`src/rtl/lsu_pkg.sv`:
```
// Shared definitions for the load/store unit: RV32I width codes, FSM states
// and the per-width byte-lane mask.
package lsu_pkg;

  localparam logic [2:0] Func3Byte  = 3'b000;
  localparam logic [2:0] Func3Half  = 3'b001;
  localparam logic [2:0] Func3Word  = 3'b010;
  localparam logic [2:0] Func3ByteU = 3'b100;
  localparam logic [2:0] Func3HalfU = 3'b101;

  typedef enum logic [2:0] {
    StIdle,
    StReq0,
    StWait0,
    StReq1,
    StWait1,
    StResp
  } state_e;

  // Lanes covered by an aligned access of the given width; 0 marks an undefined code.
  function automatic logic [3:0] width_mask(input logic [2:0] func3);
    logic [3:0] mask;
    case (func3)
      Func3Byte, Func3ByteU: mask = 4'b0001;
      Func3Half, Func3HalfU: mask = 4'b0011;
      Func3Word:             mask = 4'b1111;
      default:               mask = 4'b0000;
    endcase
    return mask;
  endfunction

endpackage

```
`src/rtl/ld_extend.sv`:
```
// Load data alignment: shifts the (possibly two-beat) read data down to the
// access offset and sign- or zero-extends it according to func3.
module ld_extend
  import lsu_pkg::*;
(
  input  logic [63:0] beat_data,
  input  logic [1:0]  offset,
  input  logic [2:0]  func3,
  output logic [31:0] result
);

  logic [31:0] shifted;

  // Right-justify the addressed bytes, then extend to 32 bits.
  always_comb begin
    shifted = 32'(beat_data >> {offset, 3'b000});
    case (func3)
      Func3Byte:  result = {{24{shifted[7]}}, shifted[7:0]};
      Func3Half:  result = {{16{shifted[15]}}, shifted[15:0]};
      Func3ByteU: result = {24'h0, shifted[7:0]};
      Func3HalfU: result = {16'h0, shifted[15:0]};
      default:    result = shifted;
    endcase
  end

endmodule

```
`src/rtl/lsu_ctrl.sv`:
```
// MEM-stage load/store controller for an RV32I pipeline. Accepts one access,
// drives a word-wide memory port with lane enables and returns extended load
// data with a one-cycle completion pulse.
// Build option LSU_MISALIGN_SPLIT_EN: misaligned accesses are split into two
// word beats; without it they complete immediately with rsp_err.
module lsu_ctrl
  import lsu_pkg::*;
#(
  parameter int unsigned ADDR_W = 32
) (
  input  logic              clk,
  input  logic              rst_n,
  input  logic              req_valid,
  output logic              req_ready,
  input  logic              req_we,
  input  logic [2:0]        req_func3,
  input  logic [ADDR_W-1:0] req_addr,
  input  logic [31:0]       req_wdata,
  output logic              rsp_valid,
  output logic [31:0]       rsp_rdata,
  output logic              rsp_err,
  output logic              stall,
  output logic              mem_req,
  output logic              mem_we,
  output logic [ADDR_W-1:0] mem_addr,
  output logic [31:0]       mem_wdata,
  output logic [3:0]        mem_be,
  input  logic              mem_gnt,
  input  logic              mem_rvalid,
  input  logic [31:0]       mem_rdata
);

  state_e            state_q, state_d;
  logic              we_q;
  logic [2:0]        func3_q;
  logic [1:0]        off_q;
  logic [ADDR_W-3:0] word_q;
  logic [7:0]        be_q;
  logic [63:0]       wdata_q;
  logic              err_q;
  logic [31:0]       data0_q, data1_q;
  logic [31:0]       ext_data;

  logic       accept;
  logic [1:0] off;
  logic [3:0] mask;
  logic       invalid, misaligned, acc_err;
  logic       split;    // access in flight needs a second beat
  logic       beat_hi;  // currently presenting the second beat

`ifdef LSU_MISALIGN_SPLIT_EN
  logic split_q;
  logic acc_split;
  assign split   = split_q;
  assign beat_hi = (state_q == StReq1);
`else
  assign split   = 1'b0;
  assign beat_hi = 1'b0;
`endif

  assign accept = req_valid && (state_q == StIdle);

  // Classify the incoming request.
  always_comb begin
    off        = req_addr[1:0];
    mask       = width_mask(req_func3);
    invalid    = (mask == 4'b0000) ||
                 (req_we && ((req_func3 == Func3ByteU) || (req_func3 == Func3HalfU)));
    misaligned = ((mask == 4'b0011) && (off == 2'd3)) ||
                 ((mask == 4'b1111) && (off != 2'd0));
`ifdef LSU_MISALIGN_SPLIT_EN
    acc_err   = invalid;
    acc_split = misaligned && !invalid;
`else
    acc_err   = invalid || misaligned;
`endif
  end

  // State register.
  always_ff @(posedge clk or negedge rst_n) begin
    if (!rst_n) begin
      state_q <= StIdle;
    end else begin
      state_q <= state_d;
    end
  end

  // Next-state logic.
  always_comb begin
    state_d = state_q;
    unique case (state_q)
      StIdle:  if (req_valid) state_d = acc_err ? StResp : StReq0;
      StReq0:  if (mem_gnt) state_d = !we_q ? StWait0 : (split ? StReq1 : StResp);
      StWait0: if (mem_rvalid) state_d = split ? StReq1 : StResp;
`ifdef LSU_MISALIGN_SPLIT_EN
      StReq1:  if (mem_gnt) state_d = we_q ? StResp : StWait1;
      StWait1: if (mem_rvalid) state_d = StResp;
`endif
      StResp:  state_d = StIdle;
      default: state_d = StIdle;
    endcase
  end

  // Capture the request at accept and read beats as they return.
  always_ff @(posedge clk or negedge rst_n) begin
    if (!rst_n) begin
      we_q    <= 1'b0;
      func3_q <= 3'b000;
      off_q   <= 2'd0;
      word_q  <= '0;
      be_q    <= 8'h00;
      wdata_q <= 64'h0;
      err_q   <= 1'b0;
      data0_q <= 32'h0;
      data1_q <= 32'h0;
`ifdef LSU_MISALIGN_SPLIT_EN
      split_q <= 1'b0;
`endif
    end else begin
      if (accept) begin
        we_q    <= req_we;
        func3_q <= req_func3;
        off_q   <= off;
        word_q  <= req_addr[ADDR_W-1:2];
        be_q    <= {4'b0000, mask} << off;
        wdata_q <= {32'h0, req_wdata} << {off, 3'b000};
        err_q   <= acc_err;
        data0_q <= 32'h0;
        data1_q <= 32'h0;
`ifdef LSU_MISALIGN_SPLIT_EN
        split_q <= acc_split;
`endif
      end
      if ((state_q == StWait0) && mem_rvalid) data0_q <= mem_rdata;
`ifdef LSU_MISALIGN_SPLIT_EN
      if ((state_q == StWait1) && mem_rvalid) data1_q <= mem_rdata;
`endif
    end
  end

  ld_extend u_ld_extend (
    .beat_data ({data1_q, data0_q}),
    .offset    (off_q),
    .func3     (func3_q),
    .result    (ext_data)
  );

  // Memory-side and pipeline-side outputs; memory fields are zero when idle.
  always_comb begin
    mem_req   = (state_q == StReq0) || beat_hi;
    mem_we    = 1'b0;
    mem_addr  = '0;
    mem_be    = 4'b0000;
    mem_wdata = 32'h0;
    if (mem_req) begin
      mem_we    = we_q;
      // Second beat word address wraps naturally at the top of the space.
      mem_addr  = {word_q + (ADDR_W-2)'(beat_hi), 2'b00};
      mem_be    = beat_hi ? be_q[7:4] : be_q[3:0];
      mem_wdata = beat_hi ? wdata_q[63:32] : wdata_q[31:0];
    end
    req_ready = (state_q == StIdle);
    rsp_valid = (state_q == StResp);
    rsp_err   = rsp_valid && err_q;
    rsp_rdata = (rsp_valid && !err_q && !we_q) ? ext_data : 32'h0;
    stall     = ((state_q != StIdle) && (state_q != StResp)) ||
                ((state_q == StIdle) && req_valid);
  end

endmodule
```
`config.mk`:
```
export PLATFORM = sky130hd
export DESIGN_NAME = lsu_ctrl
export DESIGN_NICKNAME = d
export VERILOG_FILES = /design/src/rtl/lsu_pkg.sv /design/src/rtl/ld_extend.sv /design/src/rtl/lsu_ctrl.sv
export SDC_FILE = /design/constraint.sdc
export NUM_CORES = 1
export LEC_CHECK = 0
export CAP_MARGIN = 15
export CORE_ASPECT_RATIO = 1.2
export CORE_MARGIN = 4
export CORE_UTILIZATION = 42
export CTS_BUF_LIST = sky130_fd_sc_hd__clkbuf_4 sky130_fd_sc_hd__clkbuf_8
export DETAILED_ROUTE_END_ITERATION = 7
export PLACE_DENSITY = 0.79
export SYNTH_ARGS = -nofsm -noshare
export SYNTH_HDL_FRONTEND = slang
export SYNTH_SLANG_ARGS = --single-unit
```
`constraint.sdc`:
```
create_clock -name clk -period 2.2 [get_ports clk]
set_clock_uncertainty 0.05 [all_clocks]
set_input_delay 0.66 -clock clk [delete_from_list [all_inputs] [get_ports clk]]
set_output_delay 0.66 -clock clk [all_outputs]
set_load 0.005 [all_outputs]
```
# [After elaboration in Yosys (flattened, before gate mapping)]
# Index checks and enable logic that the tools add are counted.
[totals] reg_bits=108 inputBits=105 elab_cells=70
[classes] n_eq_ne=17 shifts=3 mux=15 n_reduce_logical=26
[op_table] operator="$mux W32" count=5
[op_table] operator="$pmux W32 S4" count=1
[op_table] operator="$shl A32 B5 Y32" count=1
[op_table] operator="$shr A32 B5 Y32" count=1
[op_table] operator="$eq A3 B3 Y1 const B" count=5
[op_table] operator="$mux W3" count=5
[op_table] operator="$pmux W4 S3" count=1
[op_table] operator="$eq A3 B1 Y1 const B" count=3
[op_table] operator="$logic_and A1 B1 Y1" count=9
[op_table] operator="$logic_not A3 Y1" count=3
[op_table] operator="$pmux W3 S3" count=1
[op_table] operator="$eq A3 B2 Y1 const B" count=2
[op_table] operator="$logic_or A1 B1 Y1" count=5
[op_table] operator="$eq A4 B2 Y1 const B" count=1
[op_table] operator="$eq A4 B4 Y1 const B" count=1
[op_table] operator="$logic_not A4 Y1" count=1
[op_table] operator="$mux W4" count=1
[op_table] operator="$ne A2 B2 Y1 const B" count=2
[op_table] operator="$reduce_bool A2 Y1" count=2
[op_table] operator="$reduce_or A2 Y1" count=2
[op_table] operator="$shl A4 B2 Y4" count=1
[op_table] operator="$ne A3 B3 Y1 const B" count=1
[op_table] operator="$reduce_and A3 Y1" count=1
[op_table] operator="$reduce_bool A3 Y1" count=1
[op_table] operator="other kinds (4)" count=5

# [Depth between registers and ports, before layout]
# Gate-level depths: netlist of run 1.
[depth] ltp_word=10 ltp_mapped=6 depth_no_buf=4

# [Hierarchy]
# A second synthesis of run 1 with hierarchy kept.
[unflattened] cells_unflattened=660 area_unflattened_um2=6607.6
[by_module_without_submodules] mod="lsu_ctrl" n_inst=1 cells_each=559 area_per_inst_um2=5487.8 seq_area_each_um2=2702.6
[by_module_without_submodules] mod="ld_extend" n_inst=1 cells_each=101 area_per_inst_um2=1119.8 seq_area_each_um2=0.0

# [Worst setup path after synthesis of run 1]
# OpenSTA, ideal clock, no wires.
[synth_timing] path_type="register to output" from="register state_q[1]" to="output rsp_rdata[24]" t_arrival_ns=1.637 slack_ns=-0.147 path_stages_with_launch=7 n_path_buf=2 cell_sequence="dfrtp_1 -> nand3b_1 -> or2_0 -> buf_2 -> a2111o_1 -> buf_6 -> nand2_1"
[synth_via] elab_chain_cells=4
[synth_rtl] item="start, declared" line="lsu_ctrl.sv:33" source="state_e state_q, state_d;"
[synth_rtl] item="start signal, assigned" line="lsu_ctrl.sv:82" source="state_q <= StIdle;"
[synth_rtl] item="start signal, assigned" line="lsu_ctrl.sv:84" source="state_q <= state_d;"
[synth_rtl] item="$eq A3 B3 Y1" line="lsu_ctrl.sv:163" source="rsp_valid = (state_q == StResp);"
[synth_rtl] item="$logic_and A1 B1 Y1 (2 in a row)" line="lsu_ctrl.sv:165" source="rsp_rdata = (rsp_valid && !err_q && !we_q) ? ext_data : 32'h0;"
[synth_rtl] item="$mux W32" line="lsu_ctrl.sv:165"
[synth_rtl] item="end, declared" line="lsu_ctrl.sv:20" source="output logic [31:0] rsp_rdata,"
# Every way passes these cells.

# [Worst setup path in the final report of run 1]
[layout_timing] from="register off_q[0]" to="output rsp_rdata[22]"
[layout_via] elab_chain_cells=3
[layout_rtl] item="start, declared" line="lsu_ctrl.sv:36" source="logic [1:0] off_q;"
[layout_rtl] item="start signal, assigned" line="lsu_ctrl.sv:109" source="off_q <= 2'd0;"
[layout_rtl] item="start signal, assigned" line="lsu_ctrl.sv:123" source="off_q <= off;"
[layout_rtl] item="$shr A32 B5 Y32" line="ld_extend.sv:16" source="shifted = 32'(beat_data >> {offset, 3'b000});"
[layout_rtl] item="$pmux W32 S4" line="ld_extend.sv:17" source="case (func3)"
[layout_rtl] item="$mux W32" line="lsu_ctrl.sv:165"
# Every way passes these cells.

==> impl_metrics.yaml, run 1 <==
place:
  placed_cells: 1011
  io_buffers: 208
  dpl_cell_area_mm2: 0.00838
  gp_congestion: 0.942
  hpwl_mm: 13.3
die:
  die-area_mm2: 0.0158
  pin_count: 211
  die_w_um: 115
  start_util: 0.434
  core_area_mm2: 0.0134
  die_h_um: 137
  row_count: 46
power_and_ir_drop:
  power_density_mw_per_mm2: 1160
  p_leak_nw: 4.43
  peakVddDrop_mv: 0.662
cells_and_area:
  fillerInstances: 917
  fin_nets: 1021
  final_cells: 1088
  area_growth_pct: 66.6
  final_area_mm2: 0.00969
  drive_above_1_share: 0.424
  antennaDiodeCount: 0
run_status:
  violations: "negative setup slack"
  status: "finished, violations left"
synthesis:
  ys_seq_area_frac: 0.465
  synth_edf_count: 0
  synth_top_area_frac: 0.465
  synth_top_cell_by_area: "dfrtp_1"
  yosys_most_used_dff: "dfrtp_1"
  ys_warn_count: 0
  synth_cells: 636
  synth.most_common_cell: "nand2_1"
  synth.cell_area_mm2: 0.00582
  ys_types: 37
  netlist_top_cells_count: "nand2_1, dfrtp_1, and2_1"
  synth-seq-cells: 108
  ys_top_cells_by_area: "dfrtp_1, mux2_2, nand2_1, and2_1, o21ai_0"
  postSynthAreaPerCell_um2: 9.15
  async_reset_ff_frac: 1.00
global_route:
  antenna_found_initial: 0
  grt_max_degree: 65
  grt_usage: 0.251
  grt_pass1_vias: 5927
  overflow: 0
  grt_pass1_wl_mm: 31.0
sta:
  worst_slew_pin_slew_ns: 0.528
  slew_violations: 0
  finalCritPeriodShare: 1.32
  rsz0062_at_grt: "yes"
  maxSlewHeadroom: 0.648
  setup_slack_ns: -0.694
  setup_viol: 102
  min_period_ns: 2.89
  hold_viol_final: 0
  fmax_mhz: 346
routing:
  wl_mm: 20.5
  drt_first_iter_violations: 397
  num_vias: 5797
  drt-pass1-iter-count: 5
  drt-wirelength-per-cell_um: 18.8
  ant_nets: 0
  drc_errors: 0
  vias_per_cell: 5.33
clock_network:
  insertion_delay_ns: 0.38
  cts.sinks: 108
  cts_buffer_depth: 2
  cts_max_level: 3
  root_buffer: "clkbuf_8"
  cts_tree: "yes"
  cts.reportedPaths.clkPinSlew_ns: 0.10
  cts_inserted_buffers: 9
setup_path:
  cp_data_required_time_ns: 1.49
  worstPathMaxFanout: 7
  endpoint_kind: "output pin"
  worstPathArrival_ns: 2.18
  worstSetupPathType: "register to output pin"
  cp-start-kind: "register"
job:
  drv_cap: 0
worst_hold_path:
  worstHoldPathType: "input port to async pin"
## sequential cells by signal (all words and copies together) (netlist names)
| signal | cells |
|---|---|
| word_q | 30 |
| be_q | 4 |
| func3_q | 3 |
| we_q | 1 |
| off_q | 2 |
| wdata_q | 32 |
| err_q | 1 |
| state_q | 3 |
| data0_q | 32 |
## cells by family after synthesis
family                 after synthesis  synth area share
AND/OR/NAND/NOR                    256             0.213
flip-flops                         108             0.465
buffers and inverters               55            0.0394
other                                1          0.000645
AO/OA/AOI/OAI                      138             0.139
multiplexers                        78             0.144
## cell type report
class | instances | area, um2 | share of cell area
Clock buffer | 12 | 159 | 0.0164
Inverter | 3 | 11.3 | 0.00116
Multi-Input combinational cell | 474 | 3260 | 0.336
Timing Repair Buffer | 320 | 3300 | 0.341
Sequential cell | 108 | 2710 | 0.279
Tap cell | 168 | 210 | 0.0217
Clock inverter | 3 | 46.3 | 0.00478
## power breakdown
group | internal, mW | switching, mW | total, mW | leakage (nW)
Clock | 0.598 | 0.688 | 1.29 | 0.102
Sequential | 2.82 | 0.586 | 3.40 | 1.37
Combinational | 3.94 | 2.57 | 6.51 | 2.96
## metal layers
| metal | routed length [um] | part of all wire | up-vias | track usage |
|---|---|---|---|---|
| li1 | - | - | 2701 | - |
| met1 | 7950 | 0.39 | 2786 | 0.306 |
| met2 | 10400 | 0.51 | 263 | 0.429 |
| met3 | 1590 | 0.078 | 47 | 0.0739 |
| met4 | 537 | 0.026 | 0 | 0.0750 |
| met5 | 0 | 0 | - | 0 |
## critical path, cell delays in order, from the launching register on
cell       delay, ns
dfrtp_2         0.49
mux2i_1         0.15
a2bb2oi_1       0.15
a2111o_1        0.45
buf_6           0.15
buf_6           0.12
buf_6           0.11
o21ai_2         0.05
buf_2           0.13
## path summary, 6_finish.rpt
check,from,end,slack (ns),cells after the start
max,off_q[0]$_DFFE_PN0P_,rsp_rdata[22],-0.69,8
min,rst_n,wdata_q[26]$_DFFE_PN0P_,0.18,1
max reg2reg,state_q[0]$_DFFE_PN0P_,wdata_q[10]$_DFFE_PN0P_,0.31,9
min reg2reg,wdata_q[23]$_DFFE_PN0P_,wdata_q[23]$_DFFE_PN0P_,0.44,2
max in group asynchronous,rst_n,wdata_q[8]$_DFFE_PN0P_,1.25,2
min in group clk,wdata_q[23]$_DFFE_PN0P_,wdata_q[23]$_DFFE_PN0P_,0.44,2
## per-stage QoR
step / power [mW] / worst slack (ns) / hold slack, ns / util / setup TNS, ns
5_1_grt: 11.9 / -0.777 / 0.199 / 0.723 / -55.20
3_3_place_gp: 7.43 / -0.564 / 0.406 / 0.625 / -31.58
2_1_floorplan: 5.38 / -0.0420 / 0.314 / - / -0.397
4_1_cts: 10.7 / -0.754 / 0.195 / 0.701 / -48.62
6_report: 11.2 / -0.694 / 0.185 / 0.723 / -44.87
3_5_place_dp: 7.60 / -0.659 / 0.408 / 0.625 / -34.50
## cell usage in the layout (no fill, tap or decap), types with 8 or more instances in the layout
master	count
nand2_1	120
buf_6	120
buf_12	15
buf_4	42
clkdlybuf4s50_1	102
buf_2	34
nor2b_1	18
o31ai_1	9
and2_4	67
a21oi_2	9
mux2i_1	28
a211oi_1	13
mux2_2	44
o21ai_0	60
clkbuf_8	11
dfrtp_1	106
a211oi_2	8
nor2_1	21
a21oi_1	19
## repair_timing
item,4_1_cts,5_1_grt
buffers inserted,44,27
hold buffers,0,0
setup endpoints to repair,104,104
resized for setup,573,122
pin swaps,32,33
gates cloned,8,0
Note: power is estimated with default switching activity, not from simulation.
==> inputs of run 2 (changes only) <==
Settings changed: CELL_PAD_IN_SITES_DETAIL_PLACEMENT set to 2, CELL_PAD_IN_SITES_GLOBAL_PLACEMENT set to 2, CORE_ASPECT_RATIO 1.2 to 1.4, CORE_MARGIN 4 to not set, CORE_UTILIZATION 42 to 24, PLACE_DENSITY 0.79 to not set, PLACE_DENSITY_LB_ADDON set to 0.1.
==> run 2 against run 1 <==
Critical path depth is 1 lower. Hold slack worse by 0.14 ns. Die area is 57% higher. The flow still finishes with violations (negative setup slack). Critical endpoint is now rsp_rdata[28]. Clock power is 4% higher. Sequential power hardly changed. Highest routed layer unchanged.
==> impl_metrics.yaml, run 2 (synthesized netlist as in run 1, its figures left out) <==
cells_and_area:
  multi_input_comb_area_mm2: 0.00333
  final_cell_mix: "nand2_1, buf_6, dfrtp_1"
  drive_above_1_share: 0.451
  final_cells: 1253
  area_growth_pct: 74.0
  top_regs: "data0_q: 32 flops, wdata_q: 32 flops, word_q: 30 flops"
  fin_nets: 1043
  seq_area_mm2: 0.00271
  fillerInstances: 2521
  layout_commonest_cell: "nand2_1"
  final_area_mm2: 0.0101
global_route:
  grt_usage: 0.200
  grt_pass1_wl_mm: 37.5
  antenna_found_initial: 2
  grt_max_degree: 68
  overflow: 0
  grt_pass1_vias: 6580
place:
  hpwl_mm: 17.3
  placed_cells: 1161
  io_buffers: 208
  gp_congestion: 0.872
  dpl_cell_area_mm2: 0.00861
setup_path:
  cp_data_required_time_ns: 1.49
  endpoint_kind: "output pin"
  cp-start-kind: "register"
  worstSetupPathType: "register to output pin"
  worstPathMaxFanout: 6
  worstPathArrival_ns: 2.14
job:
  drv_cap: 0
power_and_ir_drop:
  p_leak_nw: 4.54
  power_mw: 11.8
  peakVddDrop_mv: 0.396
  power_density_mw_per_mm2: 1160
die:
  row_count: 67
  die_w_um: 134
  core_area_mm2: 0.0239
  start_util: 0.243
  die-area_mm2: 0.0249
  pin_count: 211
  die_h_um: 186
sta:
  fmax_mhz: 351
  finalCritPeriodShare: 1.30
  slew_violations: 0
  tns_ns: -44.44
  setup_viol: 103
  setup_slack_ns: -0.649
  rsz0062_at_grt: "yes"
  min_period_ns: 2.85
  hold_viol_final: 0
clock_network:
  cts.sinks: 108
  cts_inserted_buffers: 9
  root_buffer: "clkbuf_8"
  cts_max_level: 3
  insertion_delay_ns: 0.39
  cts_tree: "yes"
  cts.reportedPaths.clkPinSlew_ns: 0.10
  cts_buffer_depth: 2
  hold_buffers: 0
routing:
  ant_nets: 0
  vias_per_cell: 4.62
  drt_first_iter_violations: 152
  wl_mm: 25.2
  drt-wirelength-per-cell_um: 20.1
  num_vias: 5795
  drc_errors: 0
  drt-pass1-iter-count: 4
run_status:
  violations: "negative setup slack"
  status: "finished, violations left"
worst_hold_path:
  worstHoldPathType: "input port to async pin"
-- run 2: final timing paths --
check,startpoint,to,slack (ns),cells after the start
worst max-delay path,off_q[0]$_DFFE_PN0P_,rsp_rdata[28],-0.65,7
max in group asynchronous,rst_n,wdata_q[12]$_DFFE_PN0P_,1.37,2
worst max register to register,state_q[1]$_DFFE_PN0P_,state_q[2]$_DFFE_PN0P_,0.14,11
worst min register to register,wdata_q[2]$_DFFE_PN0P_,wdata_q[2]$_DFFE_PN0P_,0.45,2
min in group clk,wdata_q[2]$_DFFE_PN0P_,wdata_q[2]$_DFFE_PN0P_,0.45,2
worst min-delay path,rst_n,data0_q[20]$_DFFE_PN0P_,0.05,1
-- run 2: metal layers --
layer / wire length (um) / part of all wire / global-route usage / vias up
met3: 1020 / 0.040 / 0.0393 / 26
met5: 0 / 0 / 0 / -
met4: 701 / 0.028 / 0.0764 / 0
met1: 8960 / 0.36 / 0.203 / 2902
met2: 14500 / 0.58 / 0.399 / 125
li1: - / - / - / 2742
-- run 2: report_power, final --
part           internal (mW)  switching, mW  leakage (nW)
Sequential              2.82          0.615          1.37
Clock                  0.592          0.748         0.102
Combinational           4.17           2.81          3.07
-- run 2: final cells by class --
class | count | share of cell area
repair buffers | 342 | 0.344
multi-input cells | 474 | 0.329
flip-flops and latches | 108 | 0.267
well taps | 310 | 0.0383
clock buffers | 11 | 0.0150
clock inverters | 4 | 0.00544
inverters | 3 | 0.00111
diodes | 1 | 0.000247
-- run 2: worst max-delay path: stages (launching register included) --
cell and delay [ns]:
dfrtp_2 0.49, mux2i_1 0.15, a2bb2oi_1 0.16, a2111o_1 0.52, buf_6 0.18, buf_6 0.11
nand2_2 0.06, buf_6 0.09
-- run 2: what timing repair did --
item / CTS / global route
gates cloned: 8 / 0
resized for setup: 582 / 133
pin swaps: 41 / 29
setup buffers: 54 / 35
setup endpoints to repair: 104 / 104
-- run 2: metrics by stage --
step           setup WS [ns]  hold slack, ns  utilization
4_1_cts               -0.742          0.0230        0.407
5_1_grt               -0.727          0.0307        0.424
2_1_floorplan        -0.0420           0.314            -
3_3_place_gp          -0.550           0.407        0.360
3_5_place_dp          -0.636           0.412        0.360
6_report              -0.649          0.0483        0.424
